**src/rtl/uart_pkg.sv**
```systemverilog
// Shared UART definitions: parity encodings, frame geometry, receive states
// and the parity check used by the deframer.
package uart_pkg;

  localparam int         UART_FRAME_BITS = 11;
  localparam logic [1:0] PAR_NONE        = 2'b00;
  localparam logic [1:0] PAR_ODD         = 2'b01;
  localparam logic [1:0] PAR_EVEN        = 2'b10;

  typedef enum logic [2:0] {
    IDLE   = 3'd0,
    START  = 3'd1,
    DATA   = 3'd2,
    PARITY = 3'd3,
    STOP   = 3'd4,
    BREAK  = 3'd5
  } rx_state_e;

  // True when the received parity slot disagrees with the configured scheme.
  function automatic logic parity_mismatch(input logic [1:0] setting,
                                           input logic [7:0] data,
                                           input logic       p);
    case (setting)
      PAR_ODD:  return p != ~^data;
      PAR_EVEN: return p != ^data;
      PAR_NONE: return 1'b0;
      default:  return 1'b0;
    endcase
  endfunction

endpackage

```
**src/rtl/uart_rx_bit_timer.sv**
```systemverilog
// Bit-period counter for the UART receiver; ticks at the half-period (start
// bit centre) or at the full period, and restarts whenever clr is high.
module uart_rx_bit_timer (
  input  logic        clk,
  input  logic        rst_n,
  input  logic        clr,
  input  logic        half_sel,
  input  logic [31:0] period,
  output logic        tick
);

  logic [31:0] cnt_q;
  logic [31:0] cnt_d;
  logic [31:0] target_s;

  // Compare point and next count.
  always_comb begin
    target_s = half_sel ? ((period >> 1) - 32'd1) : (period - 32'd1);
    tick     = (cnt_q == target_s);
    cnt_d    = clr ? 32'd0 : (cnt_q + 32'd1);
  end

  // Counter register.
  always_ff @(posedge clk) begin
    if (!rst_n) begin
      cnt_q <= 32'd0;
    end else begin
      cnt_q <= cnt_d;
    end
  end

endmodule

```
**src/rtl/uart_rx_deframer.sv**
```systemverilog
// UART receive deframer: synchronises rx_data, centre-samples the 11-bit frame
// and presents each byte with parity/framing status on a 1-cycle strobe.
module uart_rx_deframer
  import uart_pkg::*;
#(
  parameter int unsigned DATA_BITS  = 8,
  parameter int unsigned MIN_PERIOD = 4
) (
  input  logic                 clk,
  input  logic                 rst_n,
  input  logic                 rx_data,
  input  logic [1:0]           cfg_parity_setting,
  input  logic [31:0]          cfg_clkSpeed_over_bdRate,
  output logic [DATA_BITS-1:0] rx_data_word,
  output logic                 rx_valid,
  output logic                 rx_parity_err,
  output logic                 rx_frame_err,
  output logic                 rx_busy
);

  localparam logic [2:0] LAST_BIT = 3'(UART_FRAME_BITS - 4);

  rx_state_e            state_q, state_d;
  logic                 sync1_q, rx_s_q;
  logic [31:0]          period_q, period_d;
  logic [1:0]           par_q, par_d;
  logic [DATA_BITS-1:0] shreg_q, shreg_d;
  logic [2:0]           bit_idx_q, bit_idx_d;
  logic                 perr_q, perr_d;
  logic [DATA_BITS-1:0] word_q, word_d;
  logic                 valid_q, valid_d;
  logic                 perr_out_q, perr_out_d;
  logic                 ferr_q, ferr_d;
  logic                 busy_q, busy_d;
  logic                 tick_s, clr_s, half_sel_s;

  // The counter idles cleared and restarts after every sample point.
  assign clr_s      = tick_s | (state_q == IDLE) | (state_q == BREAK);
  assign half_sel_s = (state_q == START);

  uart_rx_bit_timer u_timer (
    .clk      (clk),
    .rst_n    (rst_n),
    .clr      (clr_s),
    .half_sel (half_sel_s),
    .period   (period_q),
    .tick     (tick_s)
  );

  // Next-state, datapath and output decode.
  always_comb begin
    state_d    = state_q;
    period_d   = period_q;
    par_d      = par_q;
    shreg_d    = shreg_q;
    bit_idx_d  = bit_idx_q;
    perr_d     = perr_q;
    word_d     = word_q;
    valid_d    = 1'b0;
    perr_out_d = perr_out_q;
    ferr_d     = ferr_q;
    case (state_q)
      IDLE: begin
        if (!rx_s_q) begin
          state_d  = START;
          period_d = (cfg_clkSpeed_over_bdRate < 32'(MIN_PERIOD)) ?
                     32'(MIN_PERIOD) : cfg_clkSpeed_over_bdRate;
          par_d    = cfg_parity_setting;
        end else begin
          state_d = IDLE;
        end
      end
      START: begin
        if (tick_s) begin
          state_d   = rx_s_q ? IDLE : DATA;
          bit_idx_d = 3'd0;
        end else begin
          state_d = START;
        end
      end
      DATA: begin
        if (tick_s) begin
          shreg_d   = {rx_s_q, shreg_q[DATA_BITS-1:1]};
          bit_idx_d = bit_idx_q + 3'd1;
          state_d   = (bit_idx_q == LAST_BIT) ? PARITY : DATA;
        end else begin
          state_d = DATA;
        end
      end
      PARITY: begin
        if (tick_s) begin
          perr_d  = parity_mismatch(par_q, shreg_q, rx_s_q);
          state_d = STOP;
        end else begin
          state_d = PARITY;
        end
      end
      STOP: begin
        if (tick_s) begin
          word_d     = shreg_q;
          valid_d    = 1'b1;
          perr_out_d = perr_q;
          ferr_d     = ~rx_s_q;
          state_d    = rx_s_q ? IDLE : BREAK;
        end else begin
          state_d = STOP;
        end
      end
      BREAK: begin
        // A held-low line must return high before a new start is recognised.
        if (rx_s_q) begin
          state_d = IDLE;
        end else begin
          state_d = BREAK;
        end
      end
      default: state_d = IDLE;
    endcase
    busy_d = (state_d != IDLE);
  end

  // State, synchroniser and output registers.
  always_ff @(posedge clk) begin
    if (!rst_n) begin
      state_q    <= IDLE;
      sync1_q    <= 1'b1;
      rx_s_q     <= 1'b1;
      period_q   <= 32'd0;
      par_q      <= 2'b00;
      shreg_q    <= '0;
      bit_idx_q  <= 3'd0;
      perr_q     <= 1'b0;
      word_q     <= '0;
      valid_q    <= 1'b0;
      perr_out_q <= 1'b0;
      ferr_q     <= 1'b0;
      busy_q     <= 1'b0;
    end else begin
      state_q    <= state_d;
      sync1_q    <= rx_data;
      rx_s_q     <= sync1_q;
      period_q   <= period_d;
      par_q      <= par_d;
      shreg_q    <= shreg_d;
      bit_idx_q  <= bit_idx_d;
      perr_q     <= perr_d;
      word_q     <= word_d;
      valid_q    <= valid_d;
      perr_out_q <= perr_out_d;
      ferr_q     <= ferr_d;
      busy_q     <= busy_d;
    end
  end

  assign rx_data_word  = word_q;
  assign rx_valid      = valid_q;
  assign rx_parity_err = perr_out_q;
  assign rx_frame_err  = ferr_q;
  assign rx_busy       = busy_q;

endmodule

```
**config.mk**
```make
export PLATFORM = sky130hd
export DESIGN_NAME = uart_rx_deframer
export DESIGN_NICKNAME = d
export VERILOG_FILES = /design/src/rtl/uart_pkg.sv /design/src/rtl/uart_rx_bit_timer.sv /design/src/rtl/uart_rx_deframer.sv
export SDC_FILE = /design/constraint.sdc
export NUM_CORES = 1
export LEC_CHECK = 0
export BUFFER_PORTS_ARGS = -buffer_cell sky130_fd_sc_hd__buf_2
export CAP_MARGIN = 30
export CELL_PAD_IN_SITES_DETAIL_PLACEMENT = 0
export CELL_PAD_IN_SITES_GLOBAL_PLACEMENT = 1
export CORE_MARGIN = 2
export CORE_UTILIZATION = 46
export CTS_CLUSTER_DIAMETER = 120
export DETAILED_ROUTE_END_ITERATION = 6
export HOLD_SLACK_MARGIN = 0.05
export PLACE_DENSITY_LB_ADDON = 0.15
export SKIP_CTS_REPAIR_TIMING = 1
export SLEW_MARGIN = 20
export SYNTH_ARGS = -nofsm -noshare
export SYNTH_HDL_FRONTEND = slang
export SYNTH_SLANG_ARGS = --single-unit
```
**constraint.sdc**
```tcl
create_clock -name clk -period 7 [get_ports clk]
set_clock_uncertainty 0.05 [all_clocks]
set_input_delay 1.05 -clock clk [delete_from_list [all_inputs] [get_ports clk]]
set_output_delay 1.05 -clock clk [all_outputs]
set_load 0.02 [all_outputs]
```
# Word-level counts from Yosys, hierarchy flattened
# Index checks and enable logic that the tools add are counted.
# classes
add_sub_neg	4
n_lt_le_gt_ge	1
eq_ne	13
muxes	16
n_bitwise	4
n_reduce_logical	12
# ops
operator	n
32-bit 2-to-1 mux	2
32-bit by 1-bit adder with 32-bit output, second input constant	1
32-bit equality test	1
32-bit by 3-bit less-than comparator with 1-bit output, second input constant	1
31-bit by 1-bit subtractor with 32-bit output, second input constant	1
32-bit by 1-bit subtractor with 32-bit output, second input constant	1
3-bit one-hot mux with 6 select lines	1
3-bit 2-to-1 mux	5
2-bit AND reduction	5
3-bit equality test, second input constant	3
8-bit XNOR reduction	1
8-bit parity	1
3-bit by 2-bit equality test with 1-bit output, second input constant	2
3-bit one-hot mux with 2 select lines	1
1-bit 2-to-1 mux	4
2-bit 2-to-1 mux	2
2-bit inequality test, second input constant	2
3-bit by 1-bit adder with 3-bit output, second input constant	1
3-bit by 1-bit equality test with 1-bit output, second input constant	1
3-bit logical NOT	1
3-bit AND reduction	1
3-bit nonzero test	1
2-bit by 1-bit equality test with 1-bit output, second input constant	1
2-bit equality test, second input constant	1
6 further kinds	9
# word_totals
ff_bits	95
inputBits	37
out_inout_bits	12

# Depth between registers and ports, before layout
# Gate-level depths: netlist (run 1).
# logic_depth
depth_word	6
ltp_mapped	18
mapped_depth_nobuf	12

# Hierarchy
# From an unflattened synthesis (run 1), not the netlist that was laid out.
# unflattened
hier_cells	728
hier_area_um2	5949.5
# modules_own_cells
module	n_inst	cells_per_inst	area_per_inst_um2	seq_area_each_um2
uart_rx_bit_timer	1	431	3238.1	640.6
uart_rx_deframer	1	297	2711.4	1261.2

# Worst setup path before layout (run 1)
# Ideal clock, no wire load.
# synth_path
kind	flip-flop to flip-flop
start	register state_q[1]
end	register busy_q (netlist: rx_busy)
setup_ns	0.130
arrival_time_ns	5.002
t_required_ns	6.820
setup_slack_ns	1.818
stages_incl_launch_ff	17
cell_sequence	dfxtp_1 > clkbuf_1 > nor3b_1 > buf_2 > buf_2 > mux2i_1 > ha_1 > or4b_1 > clkbuf_1 > a2111oi_4 > or3b_4 > or3_1 > a21o_1 > a211o_1 > nor4_4 > mux2_4 > nand4bb_1
# synth_via
elab_chain_len	6
elab_cells_between_ends	14
classes_between	eq/ne (6); mux (6); reduce/logical (2)
# synth_lines
element	line	source
start, declared	uart_rx_deframer.sv:23	rx_state_e state_q, state_d;
start signal, assigned	uart_rx_deframer.sv:139	state_q <= state_d;
3-bit by 1-bit equality test with 1-bit output	uart_rx_deframer.sv:39, uart_rx_deframer.sv:62	
32-bit 2-to-1 mux	uart_rx_bit_timer.sv:18	target_s = half_sel ? ((period >> 1) - 32'd1) : (period - 32'd1);
32-bit equality test	uart_rx_bit_timer.sv:19	tick = (cnt_q == target_s);
3-bit 2-to-1 mux, or another cell as far along	uart_rx_deframer.sv:99	if (tick_s) begin
3-bit one-hot mux with 6 select lines (*)	uart_rx_deframer.sv:62	case (state_q)
3-bit nonzero test (*)	uart_rx_deframer.sv:119	busy_d = (state_d != IDLE);
end signal, assigned	uart_rx_deframer.sv:151	busy_q <= busy_d;
end, declared	uart_rx_deframer.sv:34	logic busy_q, busy_d;
# Mark *: on every way between the ends. The rest lies on a longest branch, timed or not.
# A chain may end at the register's enable or synchronous reset.

# Final worst setup path (run 1)
# layout_path
start	register state_q[0]
end	register busy_q (netlist: rx_busy)
# The elaborated chain is that of the path after synthesis.

==> out/metrics.cfg, run 1 <==
[synthesis]
ys_types = 78
synth_compound_area_share_pct = 17.4
yosysWarnings = 0
synth_top_family_by_area = simple AND/OR/NAND/NOR gates
ys.flop_type = dfxtp_1
synthCells = 817
ys_ff_latch = 95
yosys.area_share.adder_pct = 0.974
synthMuxAreaShare_pct = 6.55
synth-seq-area-share_pct = 29.6
synth-edff-count = 0
yosys.area.top_type = dfxtp_1
avgSynthCellArea_um2 = 7.86
synth_xor_area_share_pct = 9.82
synth_nets = 859
syn-cell-area_mm2 = 0.00642
synth_area_leaders = dfxtp_1, nand2_1, mux2i_1
yosys.area_share.simple_pct = 30.4
synth_top_area_share_pct = 29.6
synthArstFlopShare_pct = 0

[power]
leakagePower_uw = 0.00259
finalPower_uw = 1280
clockPowerShare_pct = 39.4
power_frac_seq_pct = 44.2
switching_share_pct = 29.6
p_per_area_mw_per_mm2 = 183
intPower_uw = 903
power_frac_comb_pct = 16.4
max-vdd-ir-drop_mv = 0.107
p_sw_uw = 379

[worst_setup_path]
cp_slowest_cell = dfxtp_1
path_buf_inv = 1
cp_data_required_time_ns = 7.18
path_cells = nor3b_2 -> mux2i_1 -> ha_1 -> or4b_1 -> a2111oi_4 -> or3b_4 -> or3_1 -> a21o_1 -> a211o_1 -> nor4_4 -> buf_4 -> mux2_4 -> nand4bb_1
end_kind = register
cp_top_family = simple AND/OR/NAND/NOR gates
critPathKind = register to register
max_stage_delay_ns = 0.90
cp_data_arrival_time_ns = 5.88
critPathMaxFanout = 28
cp-start-kind = register

[sta]
tns_ns = 0
rsz0062_at_grt = no
setup_viol = 0
period_needed_ns = 5.70
fin_crit_sh_pct = 81.4
hold_viol = 0
max_clock_freq_mhz = 175
tightest_slew_ns = 0.925
slew-limit-headroom_pct = 37.5
drv_slew = 0

[floorplan]
die_height_um = 122
dieArea_mm2 = 0.0149
die_w_um = 122
initial_core_util_pct = 46.6
rows = 43
io_pins = 49
fp.coreArea_mm2 = 0.0138

[cells_and_area]
nNetsFinal = 870
drive_gt1_share_pct = 13.0
n_antenna_cell = 0
finish.utilization_pct = 50.9
design_area_mm2 = 0.00701
syn_to_final_growth_pct = 9.12

[detailed_routing]
drcViolationCount = 0
viasPerCell = 5.99
vias = 6070
antenna_left = 0
drt_iter0_drc = 449
first_pass_iters = 4
drt-wirelength-per-cell_um = 18.6
wl_um = 18800

[cts]
clk_pin_slew_worst_paths_ns = 0.07
insertion_delay_ns = 0.36
cts_buffers = 9
cts_buffer_depth = 2
htreeDepth = 3
root_buffer = clkbuf_16
cts_tree = done
clkSinkCount = 95

[place]
gp_congestion = 0.915
dpl_cell_area_mm2 = 0.00669
port_buffers = 48
dpl.hpwl_um = 14000

[global_routing]
grt_pass1_vias = 5749
grt_remaining_overflow = 0
antenna_found_initial = 0
grt_pass1_wl_um = 30500
grt_usage_pct = 26.0
grt_max_degree = 49

[hold_path]
min_path_type = register to register

[status]
status = finished, final reports clean

[flow_run]
max_cap_viol_count = 0

## worst paths after layout
check                  start      end  slack [ns]  depth (start not counted)
setup / recovery  state_q[0]  rx_busy        1.30                         13
hold / removal       sync1_q   rx_s_q        0.37                          1
setup reg to reg  state_q[0]  rx_busy        1.30                         13
hold reg to reg      sync1_q   rx_s_q        0.37                          1
## state kept, by name, indices dropped and copies added (netlist names)
signal / count
perr_q: 1
bit_idx_q: 3
rx_parity_err: 1
u_timer.cnt_q: 32
par_q: 2
rx_s_q: 1
rx_busy: 1
period_q: 32
rx_data_word: 8
state_q: 3
rx_frame_err: 1
sync1_q: 1
shreg_q: 8
rx_valid: 1
## synth_stat cells, drive strengths merged (4+ instances only)
library cell    n
a2111oi         7
a211o           4
a211oi         13
a21bo           9
a21oi          53
a311oi          5
a31oi           6
and2            7
and3           15
buf            23
clkbuf         38
dfxtp          95
ha              5
inv            13
mux2            5
mux2i          36
nand2         109
nand3          32
nand4          14
nor2           80
nor2b           7
nor3           17
nor3b           7
nor4           22
nor4b           4
nor4bb         11
o211ai          9
o21ai          11
or2             7
or3            11
or3b            5
or4            12
xnor2          38
xor2           34
## final cells by class
class	instances	area, um2
clock buffer	11	253
clock inverter	5	50.0
fill	1367	6770
inverter	13	48.8
multi-input combinational	648	4190
sequential	95	1900
tap	180	225
timing repair buffer	61	335
## power by group through the flow
stage | sequential (uW) | combinational [uW] | clock [uW]
floorplan | 565 | 156 | 0
global placement | 578 | 206 | 0
detailed placement | 578 | 207 | 0
CTS | 565 | 209 | 514
global route | 567 | 230 | 535
finish | 566 | 210 | 506
## cell usage in the layout (no fill, tap or decap), types with 13 or more instances in the layout
master	instances
a211oi_1	13
a21oi_1	53
and3_1	15
buf_2	48
dfxtp_1	95
inv_1	13
mux2i_1	36
nand2_1	109
nand3_1	30
nand4_1	14
nor2_1	80
nor3_1	17
nor4_1	20
xnor2_1	38
xor2_1	34
## routing by layer
layer	routed length [um]	GRT usage, %	part of all wire (%)
met1	8970	37.1	48
met2	8650	41.0	46
met3	896	3.32	4.8
met4	294	7.61	1.6
met5	0	0	0
## metrics by stage
stage,hold WS [ns],setup slack [ns],instances
2_1_floorplan,0.336,1.82,817
3_3_place_gp,0.351,1.37,995
3_5_place_dp,0.357,1.18,995
4_1_cts,0.375,1.14,1011
5_1_grt,0.399,0.981,1013
6_report,0.371,1.30,1013
## cell families (layout without fill, tap and decap cells)
family | after synthesis | count (layout)
and+or+nand+nor | 373 | 373
muxes | 41 | 41
adders and majority gates | 5 | 5
buffers and inverters | 74 | 90
DFF | 95 | 95
xor gates and xnor gates | 72 | 72
AOI/OAI and AO/OA | 157 | 157
No activity file was read; power rests on OpenSTA's default activity.
==> run 2, diff against run 1 <==
ABC_AREA = 1   (was unset)
CORE_UTILIZATION = 43   (was 46)
clock period = 5.6 ns   (was 7 ns; I/O delays follow)
==> run 2 against run 1 <==
- synthesized cell count grew 25%
- utilization shrank 1.8 points
- via count grew 4.3%
- largest power group unchanged
==> out/metrics.cfg, run 2 <==
[status]
status = finished, final reports clean  ; unchanged

[floorplan]
dieArea_mm2 = 0.0155  ; was 0.0149 mm2
fp.coreArea_mm2 = 0.0140  ; was 0.0138 mm2
rows = 43  ; unchanged
io_pins = 49  ; unchanged
die_height_um = 124  ; was 122 um
die_w_um = 124  ; was 122 um
initial_core_util_pct = 44.4  ; was 46.6%

[synthesis]
yosysMostFrequentCell = nand2_1  ; unchanged
synth-edff-count = 0  ; unchanged
synthCells = 1022  ; was 817
yosys.area_share.simple_pct = 39.5  ; was 30.4%
syn-cell-area_mm2 = 0.00623  ; was 0.00642 mm2
synth_nets = 1064  ; was 859
synth_common_cells = nand2_1, inv_1, nor2_1, dfxtp_1, nand3_1  ; was nand2_1, dfxtp_1, nor2_1, a21oi_1, xnor2_1
ys_types = 39  ; was 78
synth_compound_area_share_pct = 11.8  ; was 17.4%
yosysWarnings = 0  ; unchanged
synth_top_family_by_area = simple AND/OR/NAND/NOR gates  ; unchanged
synthMuxAreaShare_pct = 0  ; was 6.55%
synth_area_leaders = dfxtp_1, nand2_1, inv_1  ; was dfxtp_1, nand2_1, mux2i_1
ys_ff_latch = 95  ; unchanged
ys.flop_type = dfxtp_1  ; unchanged
yosys.area.top_type = dfxtp_1  ; unchanged
synthArstFlopShare_pct = 0  ; unchanged
synth_top_area_share_pct = 30.5  ; was 29.6%
yosys.area_share.adder_pct = 1.00  ; was 0.974%
avgSynthCellArea_um2 = 6.10  ; was 7.86 um2
synth-seq-area-share_pct = 30.5  ; was 29.6%
synth_xor_area_share_pct = 6.04  ; was 9.82%

[cts]
htreeDepth = 3  ; unchanged
cts_buffers = 9  ; unchanged
root_buffer = clkbuf_16  ; unchanged
insertion_delay_ns = 0.36  ; about the same
clk_pin_slew_worst_paths_ns = 0.07  ; about the same
clkSinkCount = 95  ; unchanged
cts_tree = done  ; unchanged
cts_buffer_depth = 2  ; unchanged

[power]
finalPower_uw = 1810  ; was 1280 uW
max-vdd-ir-drop_mv = 0.139  ; was 0.107 mV
leakagePower_uw = 0.00326  ; was 0.00259 uW
p_per_area_mw_per_mm2 = 263  ; was 183 mW/mm2

[cells_and_area]
syn_to_final_growth_pct = 10.5  ; was 9.12%
drive_gt1_share_pct = 8.85  ; was 13.0%
final_common_cell = nand2_1  ; unchanged
layout_common_cells = nand2_1, inv_1, nor2_1  ; was nand2_1, dfxtp_1, nor2_1
n_antenna_cell = 0  ; unchanged
nNetsFinal = 1099  ; was 870
design_area_mm2 = 0.00689  ; was 0.00701 mm2
reg_top3 = period_q x32, u_timer.cnt_q x32  ; unchanged

[place]
dpl.hpwl_um = 14500  ; was 14000 um
gp_congestion = 0.991  ; was 0.915
port_buffers = 48  ; unchanged
dpl_cell_area_mm2 = 0.00657  ; was 0.00669 mm2
pre_cts_ws_ns = 1.21  ; was 1.18 ns

[global_routing]
grt_max_degree = 42  ; was 49
antenna_found_initial = 0  ; unchanged
grt_pass1_wl_um = 29800  ; was 30500 um
grt_usage_pct = 23.6  ; was 26.0%
grt_pass1_vias = 5799  ; was 5749
grt_remaining_overflow = 0  ; unchanged

[detailed_routing]
drt_iter0_drc = 358  ; was 449
drcViolationCount = 0  ; unchanged
antenna_left = 0  ; unchanged
wl_um = 17900  ; was 18800 um
first_pass_iters = 5  ; was 4
viasPerCell = 5.10  ; was 5.99
drt-wirelength-per-cell_um = 14.4  ; was 18.6 um
vias = 6331  ; was 6070

[worst_setup_path]
cp_data_required_time_ns = 5.80  ; was 7.18 ns
r2r_slack_ns = 1.17  ; was 1.30 ns
timing.rr.start = state_q[1]  ; was state_q[0]
r2r-end = u_timer.cnt_q[21]  ; was rx_busy
r2r_cells = 20  ; was 13
cp_data_arrival_time_ns = 4.63  ; was 5.88 ns
cp-start-kind = register  ; unchanged
end_kind = register  ; unchanged
critPathLaunch = state_q[1]  ; was state_q[0]
critPathKind = register to register  ; unchanged
crit_path_end = u_timer.cnt_q[21]  ; was rx_busy
critPathMaxFanout = 26  ; was 28

[sta]
tightest_slew_ns = 0.891  ; was 0.925 ns
setup_viol = 0  ; unchanged
fin_crit_sh_pct = 79.0  ; was 81.4%
tns_ns = 0  ; unchanged
rsz0062_at_grt = no  ; unchanged
finalWorstSetupSlack_ns = 1.17  ; was 1.30 ns
hold_viol = 0  ; unchanged
period_needed_ns = 4.43  ; was 5.70 ns
slew-limit-headroom_pct = 40.6  ; was 37.5%
max_clock_freq_mhz = 226  ; was 175 MHz
drv_slew = 0  ; unchanged

[hold_path]
holdPathStages = 1  ; unchanged
min_path_type = register to register  ; unchanged

[flow_run]
max_cap_viol_count = 0  ; unchanged

-- run 2: layer usage --
layer	track usage, %	vias up	part of all wire (%)
met5	0	-	0
met3	3.09	22	5.3
met2	36.5	138	44
met4	7.20	0	1.8
li1	-	3310	-
met1	34.1	2861	49
-- run 2: where the power goes --
part | switching [uW] | internal (uW) | total [uW]
clock network | 313 | 362 | 675
logic | 298 | 135 | 433
registers | 10.9 | 690 | 700
-- run 2: metrics by stage --
stage,std cells,hold WS [ns],utilization [%]
after floorplan,1022,0.343,-
after global placement,1226,0.347,46.8
after detailed placement,1226,0.360,46.8
after CTS,1242,0.378,49.0
after global routing,1242,0.383,49.0
final,1242,0.371,49.0
-- run 2: worst min-delay path by stage --
stage                     startpoint     end
after floorplan              sync1_q  rx_s_q
after global placement       sync1_q  rx_s_q
after detailed placement     sync1_q  rx_s_q
after CTS                    sync1_q  rx_s_q
after global routing         sync1_q  rx_s_q
final                        sync1_q  rx_s_q
-- run 2: cells by family (layout without fill, tap and decap cells) --
kind of cell             Yosys count  in the layout
XOR/XNOR                          43             43
adder cells (fa/ha/maj)            5              5
AO/OA/AOI/OAI                    133            133
buffers and inverters            168            208
flip-flops                        95             95
AND/OR/NAND/NOR                  578            578
-- run 2: cell type report --
cell class / instances / area [um2]
multi-input cells: 759 / 3640
fillers: 1518 / 7160
well taps: 180 / 225
repair buffers: 53 / 278
clock inverters: 7 / 96.3
clock buffers: 9 / 225
inverters: 139 / 522
flip-flops and latches: 95 / 1900
-- run 2: worst max-delay path: stages, from the launching register on --
cell and delay [ns]:
dfxtp_1 0.36, inv_2 0.30, nand3_2 0.50, o21ai_1 0.36
ha_1 0.22, nand2_1 0.10, nor2_4 0.16, nand2_1 0.18
nor2_1 0.30, nand2_1 0.09, nand2_1 0.08, nand2_1 0.05
nand2_1 0.13, nand2_1 0.07, nor2_1 0.13, nand2_1 0.08
nor2_2 0.20, nand2_4 0.15, nand2_1 0.27, buf_4 0.33
and3b_1 0.21
